===== config.mk =====
export PLATFORM = sky130hd
export DESIGN_NAME = mlp_train_sequencer
export DESIGN_NICKNAME = d
export VERILOG_FILES = /design/src/rtl/mlp_train_sequencer.sv
export SDC_FILE = /design/constraint.sdc
export NUM_CORES = 1
export LEC_CHECK = 0
export ABC_AREA = 1
export CORE_UTILIZATION = 35
export CTS_BUF_LIST = sky130_fd_sc_hd__clkbuf_8
export DETAILED_ROUTE_END_ITERATION = 6
export SETUP_SLACK_MARGIN = 0.15
export SYNTH_ARGS = -nofsm -noshare
export SYNTH_HDL_FRONTEND = slang
export SYNTH_SLANG_ARGS = --single-unit

===== constraint.sdc =====
create_clock -name clk -period 5.57 [get_ports clk]
set_input_delay 0.8355 -clock clk [delete_from_list [all_inputs] [get_ports clk]]
set_output_delay 0.8355 -clock clk [all_outputs]
set_load 0.05 [all_outputs]

===== src/rtl/mlp_train_sequencer.sv =====
// Sequences inference/training passes of an MLP over a small on-chip sample store.
// One sample at a time: apply, wait for the datapath to settle, capture, optionally train.
module mlp_train_sequencer #(
  parameter int unsigned INPUTS        = 2,
  parameter int unsigned OUTPUTS       = 1,
  parameter int unsigned NUM_SAMPLES   = 4,
  parameter int unsigned SETTLE_CYCLES = 3,
  parameter int unsigned EPOCH_W       = 16,
  parameter int unsigned DATA_W        = 16,
  localparam int unsigned SW = (NUM_SAMPLES > 1) ? $clog2(NUM_SAMPLES) : 1,
  localparam int unsigned VW = INPUTS * DATA_W,
  localparam int unsigned XW = OUTPUTS * DATA_W
) (
  input  logic               clk,
  input  logic               rst,
  input  logic               wr_en,
  input  logic [SW-1:0]      wr_addr,
  input  logic [VW-1:0]      wr_values,
  input  logic [XW-1:0]      wr_expected,
  input  logic               start,
  input  logic               train_mode,
  input  logic [EPOCH_W-1:0] num_epochs,
  input  logic               abort,
  input  logic [XW-1:0]      mlp_pred,
  output logic [VW-1:0]      mlp_values,
  output logic [XW-1:0]      mlp_expected,
  output logic               mlp_training,
  output logic               pred_valid,
  output logic [XW-1:0]      pred_data,
  output logic [SW-1:0]      pred_idx,
  output logic [EPOCH_W-1:0] epoch_count,
  output logic               busy,
  output logic               done
);

  localparam int unsigned CW = (SETTLE_CYCLES > 1) ? $clog2(SETTLE_CYCLES) : 1;
  localparam logic [SW-1:0] LastIdx = SW'(NUM_SAMPLES - 1);
  localparam logic [CW-1:0] LastSettle = CW'(SETTLE_CYCLES - 1);
  localparam logic [EPOCH_W-1:0] EpochMax = '1;

  typedef enum logic [2:0] {StIdle, StApply, StSettle, StUpdate, StAdvance} state_e;

  state_e             state;
  logic [SW-1:0]      idx;
  logic [CW-1:0]      settle_cnt;
  logic               train_q;
  logic [EPOCH_W-1:0] epochs_q;
  logic [EPOCH_W-1:0] epoch_inc;

  logic [VW-1:0] store_values   [NUM_SAMPLES];
  logic [XW-1:0] store_expected [NUM_SAMPLES];

  assign busy      = (state != StIdle);
  assign epoch_inc = (epoch_count == EpochMax) ? epoch_count : epoch_count + 1'b1;

  // Store has no reset; the host must reload it after reset.
  always_ff @(posedge clk) begin
    if (wr_en && !busy && (32'(wr_addr) < NUM_SAMPLES)) begin
      store_values[wr_addr]   <= wr_values;
      store_expected[wr_addr] <= wr_expected;
    end
  end

  always_ff @(posedge clk or negedge rst) begin
    if (!rst) begin
      state        <= StIdle;
      idx          <= '0;
      settle_cnt   <= '0;
      train_q      <= 1'b0;
      epochs_q     <= '0;
      epoch_count  <= '0;
      mlp_values   <= '0;
      mlp_expected <= '0;
      mlp_training <= 1'b0;
      pred_valid   <= 1'b0;
      pred_data    <= '0;
      pred_idx     <= '0;
      done         <= 1'b0;
    end else begin
      pred_valid   <= 1'b0;
      done         <= 1'b0;
      mlp_training <= 1'b0;
      if (abort) begin
        state <= StIdle;
      end else begin
        unique case (state)
          StIdle: begin
            if (start) begin
              train_q     <= train_mode;
              epochs_q    <= num_epochs;
              idx         <= '0;
              epoch_count <= '0;
              if (num_epochs == '0) done  <= 1'b1;
              else                  state <= StApply;
            end
          end
          StApply: begin
            mlp_values   <= store_values[idx];
            mlp_expected <= store_expected[idx];
            settle_cnt   <= '0;
            state        <= StSettle;
          end
          StSettle: begin
            if (settle_cnt == LastSettle) begin
              pred_data  <= mlp_pred;
              pred_idx   <= idx;
              pred_valid <= 1'b1;
              // Training strobe is raised on entry so it is high exactly while in UPDATE.
              if (train_q) begin
                mlp_training <= 1'b1;
                state        <= StUpdate;
              end else begin
                state <= StAdvance;
              end
            end else begin
              settle_cnt <= settle_cnt + 1'b1;
            end
          end
          StUpdate: state <= StAdvance;
          StAdvance: begin
            if (idx == LastIdx) begin
              idx         <= '0;
              epoch_count <= epoch_inc;
              if (epoch_inc == epochs_q) begin
                done  <= 1'b1;
                state <= StIdle;
              end else begin
                state <= StApply;
              end
            end else begin
              idx   <= idx + 1'b1;
              state <= StApply;
            end
          end
          default: state <= StIdle;
        endcase
      end
    end
  end

endmodule


==> results.py, run 1 <==
metrics = {
    "synth": {
        "syn_nets": 1240,
        "seq_area_frac_synth": 0.6915,
        "ys_warn_count": 0,
        "avgSynthCellArea_um2": 10.69,
        "netlist_area_um2": 12280,
        "ys_seq_elements": 301,
        "ys_types": 40,
        "synth_cells": 1149,
    },
    "grt": {
        "grt_usage": 0.1720,
        "overflow": 0,
        "grt_pass1_vias": 8847,
        "grt_start_max_net_pins": 97,
        "grt_pass1_wl_um": 47710,
        "antenna_found_initial": 4,
    },
    "clock_network": {
        "clk_path_buf_depth": 3,
        "cts_resized": 0,
        "clkLatencyLatePin_ps": 580,
        "cts-htree-levels": 2,
        "postCtsSetupBuffers": 0,
        "holdBufCountCts": 0,
        "cts_buffers": 51,
        "cts_tree": "done",
        "cts-root-buf": "clkbuf_8",
        "clk_pin_slew_ps": 60,
        "cts.sinks": 301,
    },
    "routing": {
        "vias": 8821,
        "ant_nets": 0,
        "drc": 0,
        "first_pass_iters": 5,
        "routed_wl_um": 30470,
        "vias_per_cell": 4.815,
        "drtIter0Drc": 382,
        "wl_per_cell_um": 16.63,
    },
    "setup_path": {
        "cp.arrival_ps": 2230,
        "required_ps": 4730,
        "cp.buffers_inverters": 3,
        "slowest_delay_ps": 700,
        "crit_cells": 5,
        "worst_path_dominant_cell_family": "buffers and inverters",
        "crit_type": "reg -> out",
        "r2r_cells": 9,
        "cpMaxStageDelayCell": "clkdlybuf4s50_1",
        "path_max_fanout": 5,
        "path_cells": "nor2_1 > inv_2 > nor2_2 > inv_1 > clkdlybuf4s50_1",
        "start_kind": "flip-flop",
        "end_kind": "output port",
    },
    "outcome": {
        "outcome": "finished clean",
    },
    "timing": {
        "setup_violations": 0,
        "clock_skew_ps": 30.65,
        "fmax_mhz": 325.8,
        "tightest_slew_ps": 1191,
        "slew_headroom": 0.2058,
        "rsz0062_at_grt": "false",
        "maxSlewViolCount": 0,
        "finalSetupTns_ps": 0,
        "fin_crit_ps": 3069,
        "hold_viol": 0,
        "period_share": 0.5510,
    },
    "finish": {
        "stdcell_count": 1832,
        "nFillCells": 3295,
        "drive_gt1_frac": 0.09302,
        "area_growth_pct": 26.45,
        "fin_nets": 1425,
    },
    "die": {
        "pin_count": 174,
        "die-area_um2": 35850,
        "die_w_um": 189.3,
        "core_um2": 34540,
        "die_y_um": 189.3,
        "start_util": 0.3556,
        "rows": 68,
    },
    "min_path": {
        "hold_path_class": "in -> async",
    },
    "power": {
        "power_density_nw_per_um2": 527.2,
        "ir_drop_mv": 0.3295,
        "p_leak_nw": 6.016,
    },
    "place": {
        "place_congestion": 0.8674,
        "port_buffers": 173,
        "dpl.hpwl_um": 17950,
        "place_inst": 1736,
    },
    "job": {
        "maxCapViolations": 0,
    },
}
## layer usage
metal  wire [um]  vias up  global-route usage
li1            -     4310                   -
met1       13590     4203              0.2186
met2       13670      244              0.2757
met3        2435       60             0.05561
met4         753        4             0.05862
met5          23        -                   0
## sequential cells by signal (all words and copies together) (netlist names), 3 cells and up
register,count
store_values,128
store_expected,64
mlp_values,32
epoch_count,16
epochs_q,16
mlp_expected,16
pred_data,16
state,3
## metrics by stage
step	total power [mW]	setup WS, ps	utilization	hold slack [ps]	instance area (um^2)
6_report	8.189	2501	0.4497	404.5	15530
5_1_grt	8.650	2185	0.4496	487.3	15530
4_1_cts	8.291	2459	0.4496	426.6	15530
3_5_place_dp	6.243	2118	0.4191	461.7	14480
3_3_place_gp	6.214	2195	0.4191	453.0	14480
2_1_floorplan	5.159	849.0	-	454.5	12280
## worst reg2reg max path, delay by kind of cell, from the launching register on
kind | cells | cell delay [ps]
compound gates | 2 | 1090
simple gates | 5 | 1310
flops | 1 | 400
buf+inv | 2 | 170
## report_power, final
part / internal, mW / total, mW / switching [mW]
registers: 2.88 / 3.19 / 0.307
clock network: 1.10 / 2.00 / 0.899
logic: 0.938 / 3.00 / 2.06
total: 4.92 / 8.19 / 3.27
## cells by family after synthesis
logic type / synth area share
and+or+nand+nor: 0.1782
DFF: 0.6915
AOI/OAI and AO/OA: 0.08720
buffers and inverters: 0.03657
xor gates and xnor gates: 0.003565
adders and majority gates: 0.003056
## placed cells by master (no fill, tap or decap), types with 5 or more instances in the layout
| cell type | count |
|---|---|
| nor2_2 | 5 |
| nor2_1 | 277 |
| a31oi_1 | 48 |
| inv_1 | 67 |
| inv_2 | 5 |
| clkdlybuf4s50_1 | 172 |
| nand2_1 | 167 |
| nand2_2 | 5 |
| nor3_2 | 5 |
| clkbuf_8 | 58 |
| edfxtp_1 | 192 |
| nand3_1 | 46 |
| clkinv_2 | 15 |
| buf_4 | 13 |
| dfrtp_1 | 107 |
| o21ai_0 | 132 |
| nand4_1 | 9 |
## Yosys cell counts
master    number  area share
nand2_1      167       0.051
nand4_1        9      0.0046
inv_2          4      0.0012
o22ai_1        3      0.0015
buf_6          2      0.0018
a21oi_1        3      0.0012
a21oi_2        2      0.0014
a22oi_1        1     0.00061
buf_2          2     0.00081
nor3_2         1     0.00081
nor2_2         5      0.0025
o21bai_1       1     0.00061
nor2_4         4      0.0037
nand2_2        5      0.0025
nand3b_1       1     0.00061
o21ai_1        1     0.00041
buf_1          6      0.0018
edfxtp_1     192        0.47
nor4_1         4      0.0020
xnor2_1        1     0.00071
nand3_1       46       0.019
clkbuf_1      42       0.013
a22oi_2        1      0.0010
a31oi_1       48       0.024
dfrtp_1      109        0.22
o21ai_0      132       0.054
ha_1           3      0.0031
clkinv_1       2     0.00061
inv_1         55       0.017
nand3_2        3      0.0024
and2_1         1     0.00051
xor2_1         4      0.0029
or2_2          1     0.00051
buf_4          1     0.00061
o211ai_1       2      0.0012
nor2_1       277       0.085
a21boi_2       1     0.00092
and3_1         1     0.00051
nand2_4        1     0.00092
nor3_1         5      0.0020
## final cells by class
cell class | count | area (um^2) | share of cell area
sequential | 301 | 8498 | 0.5471
antenna | 1 | 2.502 | 0.0001611
clock inverter | 37 | 254.0 | 0.01635
timing repair buffer | 185 | 1819 | 0.1171
tap | 455 | 569.3 | 0.03665
multi-input combinational | 734 | 3361 | 0.2164
clock buffer | 58 | 798.3 | 0.05139
inverter | 61 | 230.2 | 0.01482
## path summary, 6_finish.rpt
check | start | endpoint | slack, ps
setup / recovery | state[0] | busy | 2500
hold / removal | rst | epoch_count[11] | 400
setup reg to reg | state[0] | epoch_count[0] | 2540
hold reg to reg | pred_data[15] | pred_data[15] | 470
max in group asynchronous | rst | mlp_values[10] | 3990
min in group clk | pred_data[15] | pred_data[15] | 470
(Power assumes the default switching activity.)
==> inputs of run 2 (changes only) <==
- clock period: 5.57 -> 2.7 ns (I/O delays scaled with it)
==> run 2 against run 1 <==
  * Combinational power rose by 110%
  * Power rose by 110%
  * Sequential power rose by 110%
  * Worst setup slack got worse by 2200 ps
  * Utilization rose by 0.54 points
  * First-iteration DRC count rose by 25%
  * Critical path depth fell by 4
  * Register-to-register slack got worse by 2100 ps
  * Clock-buffer cell count did not move
==> results.py, run 2 (synthesis results as in run 1) <==
metrics = {
    "outcome": {
        "outcome": "finished clean",
    },
    "setup_path": {
        "worst_path_dominant_cell_family": "buffers and inverters",
        "start_kind": "flip-flop",
        "cp.buffers_inverters": 1,
        "r2r_cells": 14,
        "end_kind": "output port",
        "slowest_delay_ps": 870,
        "crit_cells": 1,
        "cpMaxStageDelayCell": "clkdlybuf4s50_1",
        "path_max_fanout": 7,
        "cp.arrival_ps": 1940,
        "path_cells": "clkdlybuf4s50_1",
        "crit_type": "reg -> out",
        "required_ps": 2300,
    },
    "routing": {
        "ant_nets": 0,
        "vias_per_cell": 4.806,
        "routed_wl_um": 30700,
        "drtIter0Drc": 477,
        "drc": 0,
        "wl_per_cell_um": 16.71,
        "first_pass_iters": 5,
        "vias": 8829,
    },
    "clock_network": {
        "cts-htree-levels": 2,
        "cts_tree": "done",
        "postCtsSetupBuffers": 0,
        "cts-root-buf": "clkbuf_8",
        "cts_buffers": 50,
        "clk_pin_slew_ps": 60,
        "clkLatencyLatePin_ps": 590,
        "cts.sinks": 301,
        "clk_path_buf_depth": 3,
    },
    "timing": {
        "tightest_slew_ps": 665.9,
        "clock_skew_ps": 31.77,
        "fmax_mhz": 425.6,
        "setup_violations": 0,
        "period_share": 0.8702,
        "maxSlewViolCount": 0,
        "finalSetupTns_ps": 0,
        "slew_headroom": 0.5556,
        "fin_crit_ps": 2350,
        "rsz0062_at_grt": "false",
        "hold_viol": 0,
    },
    "finish": {
        "multi_input_area_um2": 3398,
        "final_common_cell": "nor2_1",
        "drive_gt1_frac": 0.08986,
        "largest_reg_flops": 128,
        "fin_nets": 1430,
        "largestRegisters": "store_values x128, store_expected x64, mlp_values x32",
        "nFillCells": 3223,
        "area_growth_pct": 27.98,
        "final_cell_mix": "nor2_1 (277), edfxtp_1 (192), clkdlybuf4s50_1 (171), nand2_1 (166), o21ai_0 (132)",
        "seqCellArea_um2": 8498,
        "regMostFlops": "store_values",
    },
    "grt": {
        "antenna_found_initial": 5,
        "grt_pass1_vias": 8843,
        "overflow": 0,
        "grt_usage": 0.1748,
        "grt_start_max_net_pins": 97,
        "grt_pass1_wl_um": 48580,
    },
    "place": {
        "port_buffers": 173,
        "dpl.hpwl_um": 18610,
        "place_congestion": 0.8792,
    },
    "power": {
        "p_leak_nw": 6.117,
        "ir_drop_mv": 0.6745,
        "power_density_nw_per_um2": 1077,
        "power_mw": 16.93,
    },
    "die": {
        "rows": 68,
        "start_util": 0.3556,
        "die_y_um": 189.3,
        "die-area_um2": 35850,
        "pin_count": 174,
        "die_w_um": 189.3,
        "core_um2": 34540,
    },
    "job": {
        "maxCapViolations": 0,
    },
    "min_path": {
        "hold_path_class": "in -> async",
    },
}
==> run 2: cell types whose count changed in the layout (fill, tap and decap cells not counted), moves of 3 or more <==
| cell | before | now |
|---|---|---|
| clkinv_2 | 15 | 7 |
| inv_1 | 67 | 75 |
| buf_4 | 13 | 9 |
| clkinvlp_4 | 3 | 0 |
| nor3_2 | 5 | 1 |
| buf_12 | 0 | 9 |
| nor3_4 | 0 | 4 |
==> run 2: layer usage <==
| metal | up-vias | part of all wire | GRT usage |
|---|---|---|---|
| li1 | 4321 | - | - |
| met5 | - | 0.0014 | 0 |
| met3 | 55 | 0.067 | 0.04337 |
| met2 | 268 | 0.46 | 0.2769 |
| met4 | 6 | 0.019 | 0.05924 |
| met1 | 4179 | 0.45 | 0.2339 |
==> run 2: through the flow <==
step | util | hold WS [ps] | instance area, um^2 | setup WS [ps] | std cells
floorplan | - | 109.4 | 12340 | 183.2 | 1149
global placement | 0.4246 | 237.8 | 14670 | 466.1 | 1741
finish | 0.4551 | 184.3 | 15720 | 350.4 | 1837
CTS | 0.4549 | 149.4 | 15720 | 306.0 | 1835
detailed placement | 0.4246 | 235.7 | 14670 | 467.1 | 1741
global route | 0.4551 | 167.1 | 15720 | 201.4 | 1837
==> run 2: final cells by class <==
class,count,share of cell area
antenna,2,0.0003184
inverter,61,0.01465
tap,455,0.03621
clock buffer,58,0.05078
timing repair buffer,191,0.1258
sequential,301,0.5406
multi-input combinational,734,0.2162
clock inverter,35,0.01544
==> run 2: report_power, final <==
part           internal [mW]  switching (mW)  total (mW)
clock network           2.26            1.83        4.09
logic                   1.99            4.25        6.23
registers               5.94           0.665        6.61
==> run 2: what timing repair did <==
item                                    CTS  global route
endpoints found under the hold margin    66             0
hold buffers                              1             0
gates resized for setup                   1             0
endpoints found under the setup margin    1             0
==> run 2: final timing paths <==
| check | startpoint | slack, ps | end |
|---|---|---|---|
| worst max-delay path | epoch_count[2] | 350 | epoch_count[2] |
| max in group asynchronous | rst | 1670 | mlp_expected[13] |
| worst min-delay path | rst | 180 | epochs_q[10] |
| min in group clk | mlp_pred[4] | 400 | pred_data[4] |
| worst min register to register | pred_data[14] | 470 | pred_data[14] |
| worst max register to register | epoch_count[0] | 450 | done |
==> inputs of run 3 (changes only) <==
- clock period: 2.7 -> 2.5 ns (I/O delays scaled with it)
==> run 3 against run 2 <==
  * Die area is the same
  * Via count is 0.85% higher
  * First-iteration DRC count is 10% lower
  * Clock-buffer cell count shrank 4
  * Hold slack better by 27 ps
==> results.py, run 3 (synthesis results as in run 1) <==
metrics = {
    "die": {
        "die_y_um": 189.3,
        "die_w_um": 189.3,
        "core_um2": 34540,
        "rows": 68,
        "start_util": 0.3556,
        "pin_count": 174,
        "die-area_um2": 35850,
    },
    "finish": {
        "drive_gt1_frac": 0.09483,
        "largest_reg_flops": 128,
        "final_cell_mix": "nor2_1 (276), edfxtp_1 (192), clkdlybuf4s50_1 (169), nand2_1 (166), o21ai_0 (132)",
        "regMostFlops": "store_values",
        "final_common_cell": "nor2_1",
        "area_growth_pct": 28.25,
        "largestRegisters": "store_values x128, store_expected x64, mlp_values x32",
        "fin_nets": 1441,
    },
    "grt": {
        "grt_pass1_wl_um": 48890,
        "grt_usage": 0.1747,
        "overflow": 0,
        "grt_start_max_net_pins": 97,
        "antenna_found_initial": 4,
        "grt_pass1_vias": 9066,
    },
    "clock_network": {
        "cts-root-buf": "clkbuf_8",
        "clk_path_buf_depth": 3,
        "cts_tree": "done",
        "cts-htree-levels": 2,
        "clk_pin_slew_ps": 60,
        "cts.sinks": 301,
        "cts_buffers": 50,
        "postCtsSetupBuffers": 0,
        "clkLatencyLatePin_ps": 600,
    },
    "timing": {
        "setup_violations": 0,
        "hold_viol": 0,
        "clock_skew_ps": 54.61,
        "timing.hold.ws_ps": 210.8,
        "fmax_mhz": 435.3,
        "fin_crit_ps": 2297,
        "tightest_slew_ps": 615.5,
        "finalSetupTns_ps": 0,
        "slew_headroom": 0.5892,
        "maxSlewViolCount": 0,
        "rsz0062_at_grt": "true",
        "period_share": 0.9190,
    },
    "place": {
        "dpl.hpwl_um": 19620,
        "place_congestion": 0.8790,
        "port_buffers": 173,
    },
    "setup_path": {
        "path_max_fanout": 5,
        "end_kind": "output port",
        "start_kind": "flip-flop",
        "cp.buffers_inverters": 1,
        "slowest_delay_ps": 850,
        "required_ps": 2120,
        "worst_path_dominant_cell_family": "buffers and inverters",
        "cp.arrival_ps": 1920,
        "crit_type": "reg -> out",
        "path_cells": "clkdlybuf4s50_1",
        "cpMaxStageDelayCell": "clkdlybuf4s50_1",
    },
    "power": {
        "power_density_nw_per_um2": 1136,
        "p_leak_nw": 6.174,
        "ir_drop_mv": 0.7269,
    },
    "routing": {
        "routed_wl_um": 30600,
        "ant_nets": 0,
        "drc": 0,
        "drtIter0Drc": 428,
        "first_pass_iters": 5,
        "vias": 8904,
        "vias_per_cell": 4.810,
        "wl_per_cell_um": 16.53,
    },
    "min_path": {
        "hold_path_class": "in -> async",
    },
    "outcome": {
        "outcome": "finished clean",
    },
    "job": {
        "maxCapViolations": 0,
    },
}
-- run 3: cell types whose count changed in the layout (fill, tap and decap cells not counted), sizes merged, moves of 2 or more --
cell / previous run / this run
dlymetal6s2s: 0 / 2
bufinv: 3 / 0
inv: 81 / 89
diode: 2 / 4
clkdlybuf4s50: 171 / 169
buf: 18 / 29
clkbuf: 58 / 55
-- run 3: repair_timing --
item,4_1_cts,5_1_grt
gates resized for setup,1,6
hold buffers,1,0
hold endpoints to repair,19,0
endpoints found under the setup margin,1,6
-- run 3: per-layer routing --
layer | global-route usage | wire (um)
met2 | 0.2899 | 14340
met1 | 0.2245 | 13360
met4 | 0.05614 | 738
met3 | 0.04189 | 2158
met5 | 0 | 0
-- run 3: final cells by class --
| cell class | instances | area [um^2] |
|---|---|---|
| multi-input combinational | 734 | 3403 |
| sequential | 301 | 8499 |
| fill | 3227 | 18790 |
| clock inverter | 40 | 185.2 |
| tap | 455 | 569.3 |
| inverter | 61 | 230.2 |
| clock buffer | 54 | 743.2 |
| timing repair buffer | 202 | 2112 |
| antenna | 4 | 10.01 |
-- run 3: path summary, 6_finish.rpt --
path | from | to | slack [ps] | cells past startpoint
max | epoch_count[7] | epoch_count[7] | 200 | 1
min | rst | epoch_count[1] | 210 | 2
max reg2reg | epoch_count[1] | done | 330 | 13
min reg2reg | pred_data[5] | pred_data[5] | 470 | 2
max in group asynchronous | rst | mlp_values[1] | 1610 | 3
min in group clk | mlp_pred[7] | pred_data[7] | 350 | 3
-- run 3: per-stage QoR --
| stage | area, um^2 | setup WS (ps) | utilization | instances | total power, mW |
|---|---|---|---|---|---|
| 3_3_place_gp | 14800 | 311.3 | 0.4285 | 1752 | 14.03 |
| 3_5_place_dp | 14800 | 284.0 | 0.4285 | 1752 | 14.08 |
| 2_1_floorplan | 12340 | 19.50 | - | 1149 | 11.52 |
| 4_1_cts | 15740 | 151.8 | 0.4556 | 1847 | 18.11 |
| 6_report | 15750 | 202.5 | 0.4560 | 1851 | 17.90 |
| 5_1_grt | 15750 | 102.9 | 0.4558 | 1848 | 18.96 |
-- run 3: power by group --
group	total (mW)	leakage (nW)	switching, mW	internal, mW
Combinational	6.78	2.54	4.57	2.20
Clock	3.97	0.574	1.96	2.01
Sequential	7.15	3.06	0.730	6.42
-- run 3: worst reg2reg max path, cell delays in order (launching register included) --
cell      delay [ps]
dfrtp_1          430
ha_2             260
inv_1             80
nor2_4           140
nand2_4           80
nor2_4           130
inv_2            170
nand2_1          120
nand3_1          120
a21boi_2         160
nand3_1           70
nor2_1            90
nand3_1          120
a21oi_2          130
